==> config.mk <==
export PLATFORM = sky130hd
export DESIGN_NAME = switch_debouncer
export DESIGN_NICKNAME = d
export VERILOG_FILES = /design/src/rtl/switch_debouncer.sv
export SDC_FILE = /design/constraint.sdc
export NUM_CORES = 1
export LEC_CHECK = 0
export ABC_AREA = 1
export ABC_CLOCK_PERIOD_IN_PS = 3590
export BUFFER_PORTS_ARGS = -buffer_cell sky130_fd_sc_hd__buf_2
export CORE_ASPECT_RATIO = 0.7
export CORE_UTILIZATION = 62
export DETAILED_ROUTE_END_ITERATION = 10
export PLACE_DENSITY_LB_ADDON = 0.25
export SLEW_MARGIN = 20
export SYNTH_ARGS = -nofsm -noshare
export SYNTH_HDL_FRONTEND = slang
export SYNTH_SLANG_ARGS = --single-unit
==> constraint.sdc <==
create_clock -name clk -period 3.59 [get_ports clk]
set_input_delay 0.1795 -clock clk [delete_from_list [all_inputs] [get_ports clk]]
set_output_delay 0.1795 -clock clk [all_outputs]
set_load 0.005 [all_outputs]
==> src/rtl/switch_debouncer.sv <==
// Two-flop synchroniser plus per-channel stability counter for the slide switches.
// Produces clean levels for the priority encoder and one-cycle change/rise strobes.
module switch_debouncer #(
  parameter int N_CH          = 4,
  parameter int STABLE_CYCLES = 1000000,
  parameter int CNT_W         = 20
) (
  input  logic            clk,
  input  logic            rst,
  input  logic [N_CH-1:0] SW_IN,
  output logic [N_CH-1:0] SW_OUT,
  output logic            CHG,
  output logic [N_CH-1:0] RISE
);

  localparam logic [CNT_W-1:0] CNT_MAX = CNT_W'(STABLE_CYCLES - 1);

  logic [N_CH-1:0]  sync1;
  logic [N_CH-1:0]  sync2;
  logic [CNT_W-1:0] cnt      [N_CH];
  logic [CNT_W-1:0] cnt_next [N_CH];
  logic [N_CH-1:0]  out_next;

  always_ff @(posedge clk or posedge rst) begin
    if (rst) begin
      sync1 <= '0;
      sync2 <= '0;
    end else begin
      sync1 <= SW_IN;
      sync2 <= sync1;
    end
  end

  // Any return to agreement clears the count, so only an unbroken run flips the output.
  always_comb begin
    out_next = SW_OUT;
    for (int i = 0; i < N_CH; i++) begin
      cnt_next[i] = '0;
      if (sync2[i] != SW_OUT[i]) begin
        if (cnt[i] == CNT_MAX) begin
          out_next[i] = sync2[i];
        end else begin
          cnt_next[i] = cnt[i] + CNT_W'(1);
        end
      end
    end
  end

  always_ff @(posedge clk or posedge rst) begin
    if (rst) begin
      SW_OUT <= '0;
      CHG    <= 1'b0;
      RISE   <= '0;
      for (int i = 0; i < N_CH; i++) begin
        cnt[i] <= '0;
      end
    end else begin
      SW_OUT <= out_next;
      CHG    <= |(out_next ^ SW_OUT);
      RISE   <= out_next & ~SW_OUT;
      for (int i = 0; i < N_CH; i++) begin
        cnt[i] <= cnt_next[i];
      end
    end
  end

endmodule

==> flow_summary.html, run 1 <==
<table>
<tr><th>Metric</th><th>Value</th></tr>
<tr><th colspan="2">STA</th></tr>
<tr><td>Peak clock frequency supported by timing</td><td>567.5 MHz</td></tr>
<tr><td>Slew at the pin closest to its max-slew limit</td><td>0.9017 ns</td></tr>
<tr><td>Minimum period implied by the final worst setup slack</td><td>1.762 ns</td></tr>
<tr><td>Endpoints failing hold</td><td>0</td></tr>
<tr><td>Period utilization</td><td>49.08%</td></tr>
<tr><td>Total Neg Setup Slack</td><td>0 ns</td></tr>
<tr><td>Setup violations, final</td><td>0</td></tr>
<tr><td>Post-Route Skew</td><td>0.01105 ns</td></tr>
<tr><td>Pins Over Slew Limit</td><td>0</td></tr>
<tr><td>Max-slew headroom at the worst pin</td><td>39.89%</td></tr>
<tr><td>RSZ-0062 raised after global routing</td><td>no</td></tr>
<tr><th colspan="2">Critical path</th></tr>
<tr><td>List of cells traversed by the critical path</td><td>ha_1, nand2_1, nor2_4, nand2_2, nor2_4, nand2_1, nand2_1, nand2_1, ha_1, nand4_1</td></tr>
<tr><td>Req. time, crit path</td><td>3.81 ns</td></tr>
<tr><td>Minimum setup slack among reg-to-reg paths</td><td>1.83 ns</td></tr>
<tr><td>Element type at the critical path end</td><td>register</td></tr>
<tr><td>Crit path DAT</td><td>1.98 ns</td></tr>
<tr><td>Crit path buffers/inverters</td><td>0</td></tr>
<tr><td>Maximum single-stage delay on the critical path</td><td>0.37 ns</td></tr>
<tr><td>Library cell appearing most often on the critical path</td><td>nand2_1</td></tr>
<tr><td>Highest net fanout along the worst path</td><td>4</td></tr>
<tr><td>Reg-to-Reg Start</td><td>cnt[0]$_DFF_PP0_</td></tr>
<tr><td>R2r worst-path depth</td><td>10</td></tr>
<tr><td>Launch point of the worst path</td><td>cnt[0]$_DFF_PP0_</td></tr>
<tr><td>Gate family responsible for the most delay along the worst path</td><td>simple AND/OR/NAND/NOR gates</td></tr>
<tr><td>Type of element launching the critical path</td><td>register</td></tr>
<tr><td>Worst setup path class</td><td>register to register</td></tr>
<tr><td>CP max stage cell</td><td>dfrtp_1</td></tr>
<tr><td>Destination of the worst register-to-register timing path</td><td>CHG$_DFF_PP0_</td></tr>
<tr><th colspan="2">Synthesis</th></tr>
<tr><td>Count of yosys warnings during synthesis</td><td>0</td></tr>
<tr><td>Synth cell types</td><td>25</td></tr>
<tr><td>Total nets after synthesis</td><td>638</td></tr>
<tr><td>Total of flip-flops plus latches after synthesis</td><td>97</td></tr>
<tr><td>Largest area contributor in the netlist</td><td>dfrtp_1</td></tr>
<tr><td>Share of Yosys cell area claimed by the top area cell type</td><td>48.26%</td></tr>
<tr><td>Average cell area after synthesis</td><td>8.061 um2</td></tr>
<tr><td>Most area-consuming cells after synthesis</td><td>dfrtp_1 48%, nor2_1 12%, nand2_1 9.6%, xor2_1 4.9%, inv_1 4.4%</td></tr>
<tr><td>Fraction of the yosys area taken by sequential cells</td><td>48.26%</td></tr>
<tr><td>Number of standard cells after synthesis</td><td>624</td></tr>
<tr><td>Total standard cell area after synthesis</td><td>5030 um2</td></tr>
<tr><th colspan="2">Placement</th></tr>
<tr><td>Cell area after placement</td><td>5236 um2</td></tr>
<tr><td>I/O Buffers</td><td>14</td></tr>
<tr><td>Weighted congestion at the end of routability-driven global placement</td><td>0.9294</td></tr>
<tr><td>Detailed Place HPWL</td><td>6847 um</td></tr>
<tr><th colspan="2">Detailed routing</th></tr>
<tr><td>Vias</td><td>3919</td></tr>
<tr><td>Final routed wirelength across all metal layers</td><td>9566 um</td></tr>
<tr><td>DRC marker count from the first detailed-route iteration</td><td>232</td></tr>
<tr><td>Iteration count of the initial detailed-routing pass</td><td>5</td></tr>
<tr><td>Average via count per standard cell</td><td>5.157</td></tr>
<tr><td>Number of design rule violations left after detail routing</td><td>0</td></tr>
<tr><td>Mean routed wirelength per cell</td><td>12.59 um</td></tr>
<tr><td>Antenna violation net count after detailed routing</td><td>0</td></tr>
<tr><th colspan="2">Clock network</th></tr>
<tr><td>TritonCTS clock tree</td><td>done</td></tr>
<tr><td>Sinks on the clock net</td><td>97</td></tr>
<tr><td>Clock latency on the worst-skew pair</td><td>0.35 ns</td></tr>
<tr><td>Maximum clock insertion buffer count</td><td>2</td></tr>
<tr><td>Count of instances resized after the clock tree is built</td><td>0</td></tr>
<tr><td>H-tree level count</td><td>3</td></tr>
<tr><td>Clock Pin Slew Worst Setup and Hold Paths</td><td>0.07 ns</td></tr>
<tr><td>Number of CTS-inserted buffers</td><td>9</td></tr>
<tr><td>Clock Root Buffer</td><td>clkbuf_16</td></tr>
<tr><th colspan="2">Job</th></tr>
<tr><td>Max_cap viols</td><td>0</td></tr>
<tr><th colspan="2">Global routing</th></tr>
<tr><td>Antenna violations before repair</td><td>0</td></tr>
<tr><td>Wire length of the first global-routing pass</td><td>16420 um</td></tr>
<tr><td>Pin count of the biggest net entering global routing</td><td>77</td></tr>
<tr><td>Overall overflow remaining after global route</td><td>0</td></tr>
<tr><td>GRT Util Overall</td><td>25.12%</td></tr>
<tr><td>Number of global-route vias before repair</td><td>3704</td></tr>
<tr><th colspan="2">Cells and area</th></tr>
<tr><td>Fin area</td><td>5574 um2</td></tr>
<tr><td>Share of final-layout standard cells stronger than drive strength 1</td><td>12.29%</td></tr>
<tr><td>Number of fillers in the final layout</td><td>624</td></tr>
<tr><td>Final net count</td><td>668</td></tr>
<tr><td>Inserted Diodes</td><td>0</td></tr>
<tr><td>Core Util, Final</td><td>70.82%</td></tr>
<tr><td>Area added between synthesis and finish</td><td>10.82%</td></tr>
<tr><th colspan="2">Power and ir drop</th></tr>
<tr><td>Total power</td><td>2.139 mW</td></tr>
<tr><td>P_leak</td><td>2.462 nW</td></tr>
<tr><td>Cell Pwr Density</td><td>383.7 nW/um2</td></tr>
<tr><td>Maximum vdd ir drop</td><td>0.0005063 V</td></tr>
<tr><th colspan="2">Die</th></tr>
<tr><td>Core region area</td><td>7871 um2</td></tr>
<tr><td>Effective utilization at floorplan</td><td>63.90%</td></tr>
<tr><td>Die footprint</td><td>8483 um2</td></tr>
<tr><td>Height of the chip</td><td>77.36 um</td></tr>
<tr><td>Top-level port count</td><td>15</td></tr>
<tr><td>Die Width</td><td>109.7 um</td></tr>
<tr><td># rows</td><td>27</td></tr>
<tr><th colspan="2">Min path</th></tr>
<tr><td>Worst min-delay path class</td><td>primary input to async pin</td></tr>
<tr><th colspan="2">Run status</th></tr>
<tr><td>Result of the run</td><td>finished, final reports clean</td></tr>
</table>
worst register-to-register path, stage by stage, from the launching register on:
cell,delay [ns]
dfrtp_1,0.37
ha_1,0.18
nand2_1,0.10
nor2_4,0.17
nand2_2,0.11
nor2_4,0.16
nand2_1,0.06
nand2_1,0.06
nand2_1,0.06
ha_1,0.27
nand4_1,0.09
placed cells by master (no fill, tap or decap), types with 2 or more instances in the layout:
cell type,count
nand4_1,8
nor2_4,7
o21bai_1,3
xnor2_1,10
nand3_2,3
inv_4,2
clkbuf_16,9
a21oi_1,8
xor2_1,28
buf_2,14
nand3_1,39
nand2_1,129
inv_1,58
nor3_1,9
nor3b_1,5
clkinv_4,2
xnor2_2,3
inv_2,7
o21ai_1,4
nand3b_1,2
a21oi_4,3
nor2_2,15
dfrtp_1,97
dlygate4sd3_1,4
o21ai_0,8
inv_8,3
nand2_2,9
nor2_1,158
ha_1,8
area by class of cell:
| cell class | count | area (um2) | share of cell area, % |
|---|---|---|---|
| Clock buffer | 10 | 239.0 | 4.287 |
| Clock inverter | 6 | 58.81 | 1.055 |
| Inverter | 67 | 256.5 | 4.602 |
| Multi-Input combinational cell | 460 | 2349 | 42.13 |
| Sequential cell | 97 | 2427 | 43.55 |
| Tap cell | 101 | 126.4 | 2.267 |
| Timing Repair Buffer | 19 | 117.6 | 2.110 |
synth_stat cells:
cell type    n
nor2_4       7
a21oi_4      3
o21ai_1      4
nand2_2      9
a21oi_1      8
inv_1       59
nor2_2      15
nand3b_1     2
inv_4        1
o21bai_1     3
inv_2        7
xnor2_1     10
xnor2_2      3
ha_1         8
nor3b_1      5
nand3_1     39
xor2_1      28
nor2_1     158
nand3_2      3
dfrtp_1     97
nor3_1       9
xor2_2       1
nand4_1      8
nand2_1    129
o21ai_0      8
logic make-up (layout without fill, tap and decap cells):
kind of cell    Yosys count  after routing  synth area share, %
compound gates           26             26                3.408
xor+xnor                 42             42                7.911
fa+ha+maj                 8              8                1.990
buf+inv                  67            102                5.050
flops                    97             97                48.26
simple gates            384            384                33.38
sequential cells by signal, summed over array words and instances (netlist names):
signal,count
cnt,80
RISE,4
SW_OUT,4
sync1,4
sync2,4
CHG,1
stage by stage:
| stage | hold WS [ns] | setup WS (ns) | cells |
|---|---|---|---|
| after global placement | 0.2868 | 1.915 | 740 |
| after floorplan | 0.2109 | 0.8768 | 624 |
| after CTS | 0.07198 | 1.813 | 760 |
| final | 0.03796 | 1.828 | 760 |
| after global routing | 0.1200 | 1.629 | 760 |
| after detailed placement | 0.2888 | 1.852 | 740 |
metal layers:
| layer | wire length, um | GRT usage (%) | part of all wire [%] | up-vias |
|---|---|---|---|---|
| met2 | 4366 | 39.37 | 46 | 80 |
| met1 | 4721 | 34.10 | 49 | 1824 |
| met5 | 0 | 0 | 0 | - |
| li1 | - | - | - | 2002 |
| met3 | 357 | 5.714 | 3.7 | 13 |
| met4 | 120 | 9.467 | 1.3 | 0 |
timing repair:
action,CTS,global route
endpoints found under the setup margin,0,0
hold endpoints to repair,4,0
buffers inserted,0,0
hold buffers,4,0
power breakdown:
part           switching [mW]  internal [mW]
clock                   0.441          0.506
sequential             0.0113           1.11
combinational          0.0517         0.0216
total                   0.504           1.63
how the worst max path moves through the flow:
stage / endpoint / slack (ns) / cells past startpoint
final: CHG$_DFF_PP0_ / 1.83 / 10
after global routing: CHG$_DFF_PP0_ / 1.63 / 8
after CTS: CHG$_DFF_PP0_ / 1.81 / 10
after detailed placement: CHG$_DFF_PP0_ / 1.85 / 10
after global placement: CHG$_DFF_PP0_ / 1.92 / 10
after floorplan: CHG$_DFF_PP0_ / 0.88 / 1
(Power assumes the default switching activity.)
==> inputs of run 2 (changes only) <==
ABC_CLOCK_PERIOD_IN_PS = 1500   (was 3590)
CORE_UTILIZATION = 56   (was 62)
clock period = 1.5 ns   (was 3.59 ns; I/O delays follow)
==> flow_summary.html, run 2 (synthesis results as in run 1) <==
<table>
<tr><th>Metric</th><th>Value</th></tr>
<tr><th colspan="2">Clock network</th></tr>
<tr><td>TritonCTS clock tree</td><td>done</td></tr>
<tr><td>Maximum clock insertion buffer count</td><td>2</td></tr>
<tr><td>Number of CTS-inserted buffers</td><td>9</td></tr>
<tr><td>Clock latency on the worst-skew pair</td><td>0.35 ns</td></tr>
<tr><td>Clock Pin Slew Worst Setup and Hold Paths</td><td>0.07 ns</td></tr>
<tr><td>Sinks on the clock net</td><td>97</td></tr>
<tr><td>H-tree level count</td><td>3</td></tr>
<tr><td>Clock Root Buffer</td><td>clkbuf_16</td></tr>
<tr><th colspan="2">Critical path</th></tr>
<tr><td>Highest net fanout along the worst path</td><td>3</td></tr>
<tr><td>Minimum setup slack among reg-to-reg paths</td><td>-0.14 ns</td></tr>
<tr><td>Worst setup path class</td><td>register to register</td></tr>
<tr><td>Reg-to-Reg Start</td><td>cnt[0]$_DFF_PP0_</td></tr>
<tr><td>Req. time, crit path</td><td>1.73 ns</td></tr>
<tr><td>Element type at the critical path end</td><td>register</td></tr>
<tr><td>Type of element launching the critical path</td><td>register</td></tr>
<tr><td>Crit path DAT</td><td>1.87 ns</td></tr>
<tr><td>R2r worst-path depth</td><td>10</td></tr>
<tr><td>Destination of the worst register-to-register timing path</td><td>CHG$_DFF_PP0_</td></tr>
<tr><th colspan="2">Cells and area</th></tr>
<tr><td>Final net count</td><td>752</td></tr>
<tr><td>Share of final-layout standard cells stronger than drive strength 1</td><td>27.99%</td></tr>
<tr><td>Flip-flop count of the largest register after layout</td><td>80</td></tr>
<tr><td>Most used cells in the layout excluding fill and tap cells</td><td>142 x nor2_1, 121 x nand2_1, 97 x dfrtp_1, 77 x buf_4, 56 x inv_1</td></tr>
<tr><td>Inserted Diodes</td><td>0</td></tr>
<tr><td>Commonest non-fill, non-tap cell in the layout</td><td>nor2_1</td></tr>
<tr><td>Area added between synthesis and finish</td><td>29.00%</td></tr>
<tr><td>Largest register by flop count</td><td>cnt</td></tr>
<tr><td>Core Util, Final</td><td>75.60%</td></tr>
<tr><th colspan="2">Global routing</th></tr>
<tr><td>Wire length of the first global-routing pass</td><td>19680 um</td></tr>
<tr><td>Antenna violations before repair</td><td>0</td></tr>
<tr><td>Pin count of the biggest net entering global routing</td><td>58</td></tr>
<tr><td>Number of global-route vias before repair</td><td>4335</td></tr>
<tr><td>Overall overflow remaining after global route</td><td>0</td></tr>
<tr><td>Met1 capacity usage during global routing</td><td>35.78%</td></tr>
<tr><td>Busiest layer in global routing</td><td>met2</td></tr>
<tr><td>Met3 track demand over resource</td><td>5.821%</td></tr>
<tr><td>Met2 demand-to-capacity share in global routing</td><td>46.81%</td></tr>
<tr><td>GRT Util Overall</td><td>27.60%</td></tr>
<tr><th colspan="2">Detailed routing</th></tr>
<tr><td>Number of design rule violations left after detail routing</td><td>0</td></tr>
<tr><td>Antenna violation net count after detailed routing</td><td>0</td></tr>
<tr><td>Iteration count of the initial detailed-routing pass</td><td>5</td></tr>
<tr><td>Vias</td><td>4428</td></tr>
<tr><td>DRC marker count from the first detailed-route iteration</td><td>291</td></tr>
<tr><td>Average via count per standard cell</td><td>5.131</td></tr>
<tr><td>Mean routed wirelength per cell</td><td>14.05 um</td></tr>
<tr><td>Final routed wirelength across all metal layers</td><td>12130 um</td></tr>
<tr><th colspan="2">STA</th></tr>
<tr><td>Peak clock frequency supported by timing</td><td>609.2 MHz</td></tr>
<tr><td>Minimum period implied by the final worst setup slack</td><td>1.642 ns</td></tr>
<tr><td>Slew at the pin closest to its max-slew limit</td><td>0.3436 ns</td></tr>
<tr><td>Endpoints failing hold</td><td>0</td></tr>
<tr><td>Post-Route Skew</td><td>0.006117 ns</td></tr>
<tr><td>Setup violations, final</td><td>17</td></tr>
<tr><td>Pins Over Slew Limit</td><td>0</td></tr>
<tr><td>Period utilization</td><td>109.4%</td></tr>
<tr><td>Final worst setup slack</td><td>-0.1416 ns</td></tr>
<tr><td>Max-slew headroom at the worst pin</td><td>76.92%</td></tr>
<tr><td>RSZ-0062 raised after global routing</td><td>yes</td></tr>
<tr><th colspan="2">Die</th></tr>
<tr><td>Effective utilization at floorplan</td><td>58.60%</td></tr>
<tr><td>Core region area</td><td>8583 um2</td></tr>
<tr><td>Die Width</td><td>115.3 um</td></tr>
<tr><td>Top-level port count</td><td>15</td></tr>
<tr><td>Height of the chip</td><td>81.29 um</td></tr>
<tr><td>Die footprint</td><td>9371 um2</td></tr>
<tr><td># rows</td><td>28</td></tr>
<tr><th colspan="2">Power and ir drop</th></tr>
<tr><td>Net switching fraction of the power</td><td>23.84%</td></tr>
<tr><td>Cell Pwr Density</td><td>797.8 nW/um2</td></tr>
<tr><td>Reg power frac</td><td>51.8%</td></tr>
<tr><td>P_leak</td><td>2.899 nW</td></tr>
<tr><td>Internal power</td><td>3.943 mW</td></tr>
<tr><td>Total power</td><td>5.176 mW</td></tr>
<tr><td>Part of the power in combinational logic</td><td>4.9%</td></tr>
<tr><td>Clock share of power</td><td>43.3%</td></tr>
<tr><td>Maximum vdd ir drop</td><td>0.0006718 V</td></tr>
<tr><td>Sw Pwr</td><td>1.234 mW</td></tr>
<tr><th colspan="2">Placement</th></tr>
<tr><td>Weighted congestion at the end of routability-driven global placement</td><td>0.8840</td></tr>
<tr><td>Detailed Place HPWL</td><td>8268 um</td></tr>
<tr><td>I/O Buffers</td><td>14</td></tr>
<tr><td>Worst setup slack before clock tree synthesis</td><td>-0.08959 ns</td></tr>
<tr><th colspan="2">Run status</th></tr>
<tr><td>Result of the run</td><td>finished with violations</td></tr>
<tr><td>Failing checks</td><td>negative setup slack</td></tr>
<tr><th colspan="2">Job</th></tr>
<tr><td>Max_cap viols</td><td>0</td></tr>
<tr><th colspan="2">Min path</th></tr>
<tr><td>Worst min-delay path class</td><td>primary input to async pin</td></tr>
</table>
-- run 2: changes by cell type in the layout (fill, tap and decap cells not counted), moves of 7 or more --
cell	change
buf_4	+76
nor2_1	-16
nor2_4	+10
nand2_1	-8
nand2_2	+7
nand3_1	-7
-- run 2: area by class of cell --
cell class	instances	area [um2]
repair buffers	103	794.5
multi-input cells	460	2564
well taps	120	150.1
clock buffers	10	239.0
fillers	605	2095
flip-flops and latches	97	2427
clock inverters	6	51.30
inverters	67	262.8
-- run 2: what timing repair did --
| action | CTS | global route |
|---|---|---|
| setup endpoints to repair | 18 | 55 |
| setup buffers | 5 | 8 |
| resized for setup | 10 | 53 |
| hold buffers | 5 | 0 |
| hold endpoints to repair | 44 | 0 |
| pin swaps | 10 | 18 |
-- run 2: power by group through the flow --
stage / Sequential, mW / Combinational (mW) / Clock (mW)
after CTS: 2.68 / 0.236 / 2.30
after detailed placement: 2.73 / 0.214 / 0
final: 2.68 / 0.255 / 2.24
after global routing: 2.68 / 0.284 / 2.38
after floorplan: 2.72 / 0.128 / 0
after global placement: 2.72 / 0.205 / 0
-- run 2: per-layer routing --
metal / vias to the layer above / routed length, um
li1: 2174 / -
met1: 2122 / 5383
met2: 108 / 6017
met3: 24 / 494
met4: 0 / 230
met5: - / 0
-- run 2: how the worst max path moves through the flow --
stage	endpoint	slack, ns	cells past startpoint	start
after floorplan	CHG$_DFF_PP0_	-0.08	10	cnt[0]$_DFF_PP0_
after global placement	CHG$_DFF_PP0_	-0.02	8	cnt[40]$_DFF_PP0_
after detailed placement	CHG$_DFF_PP0_	-0.09	8	cnt[40]$_DFF_PP0_
after CTS	CHG$_DFF_PP0_	-0.09	8	cnt[40]$_DFF_PP0_
after global routing	CHG$_DFF_PP0_	-0.24	10	cnt[0]$_DFF_PP0_
final	CHG$_DFF_PP0_	-0.14	10	cnt[0]$_DFF_PP0_
-- run 2: per-stage QoR --
step	hold WS (ns)	TNS (ns)	area (um2)	cells
CTS	0.2419	-0.1114	6233	855
finish	0.2540	-0.8498	6489	863
global placement	0.06389	-0.01863	5822	829
floorplan	0.1064	-0.08009	5044	624
global route	0.2880	-2.536	6489	863
detailed placement	0.06785	-0.1951	5822	829
-- run 2: critical path: stages (launching register included) --
cell and delay [ns]:
dfrtp_1 0.38, ha_2 0.20, nand2_2 0.07, nor2_4 0.10, nand2_2 0.09, nor2_4 0.13
nand2_1 0.07, nand2_1 0.07, nand2_1 0.06, ha_1 0.27, nand4_1 0.09
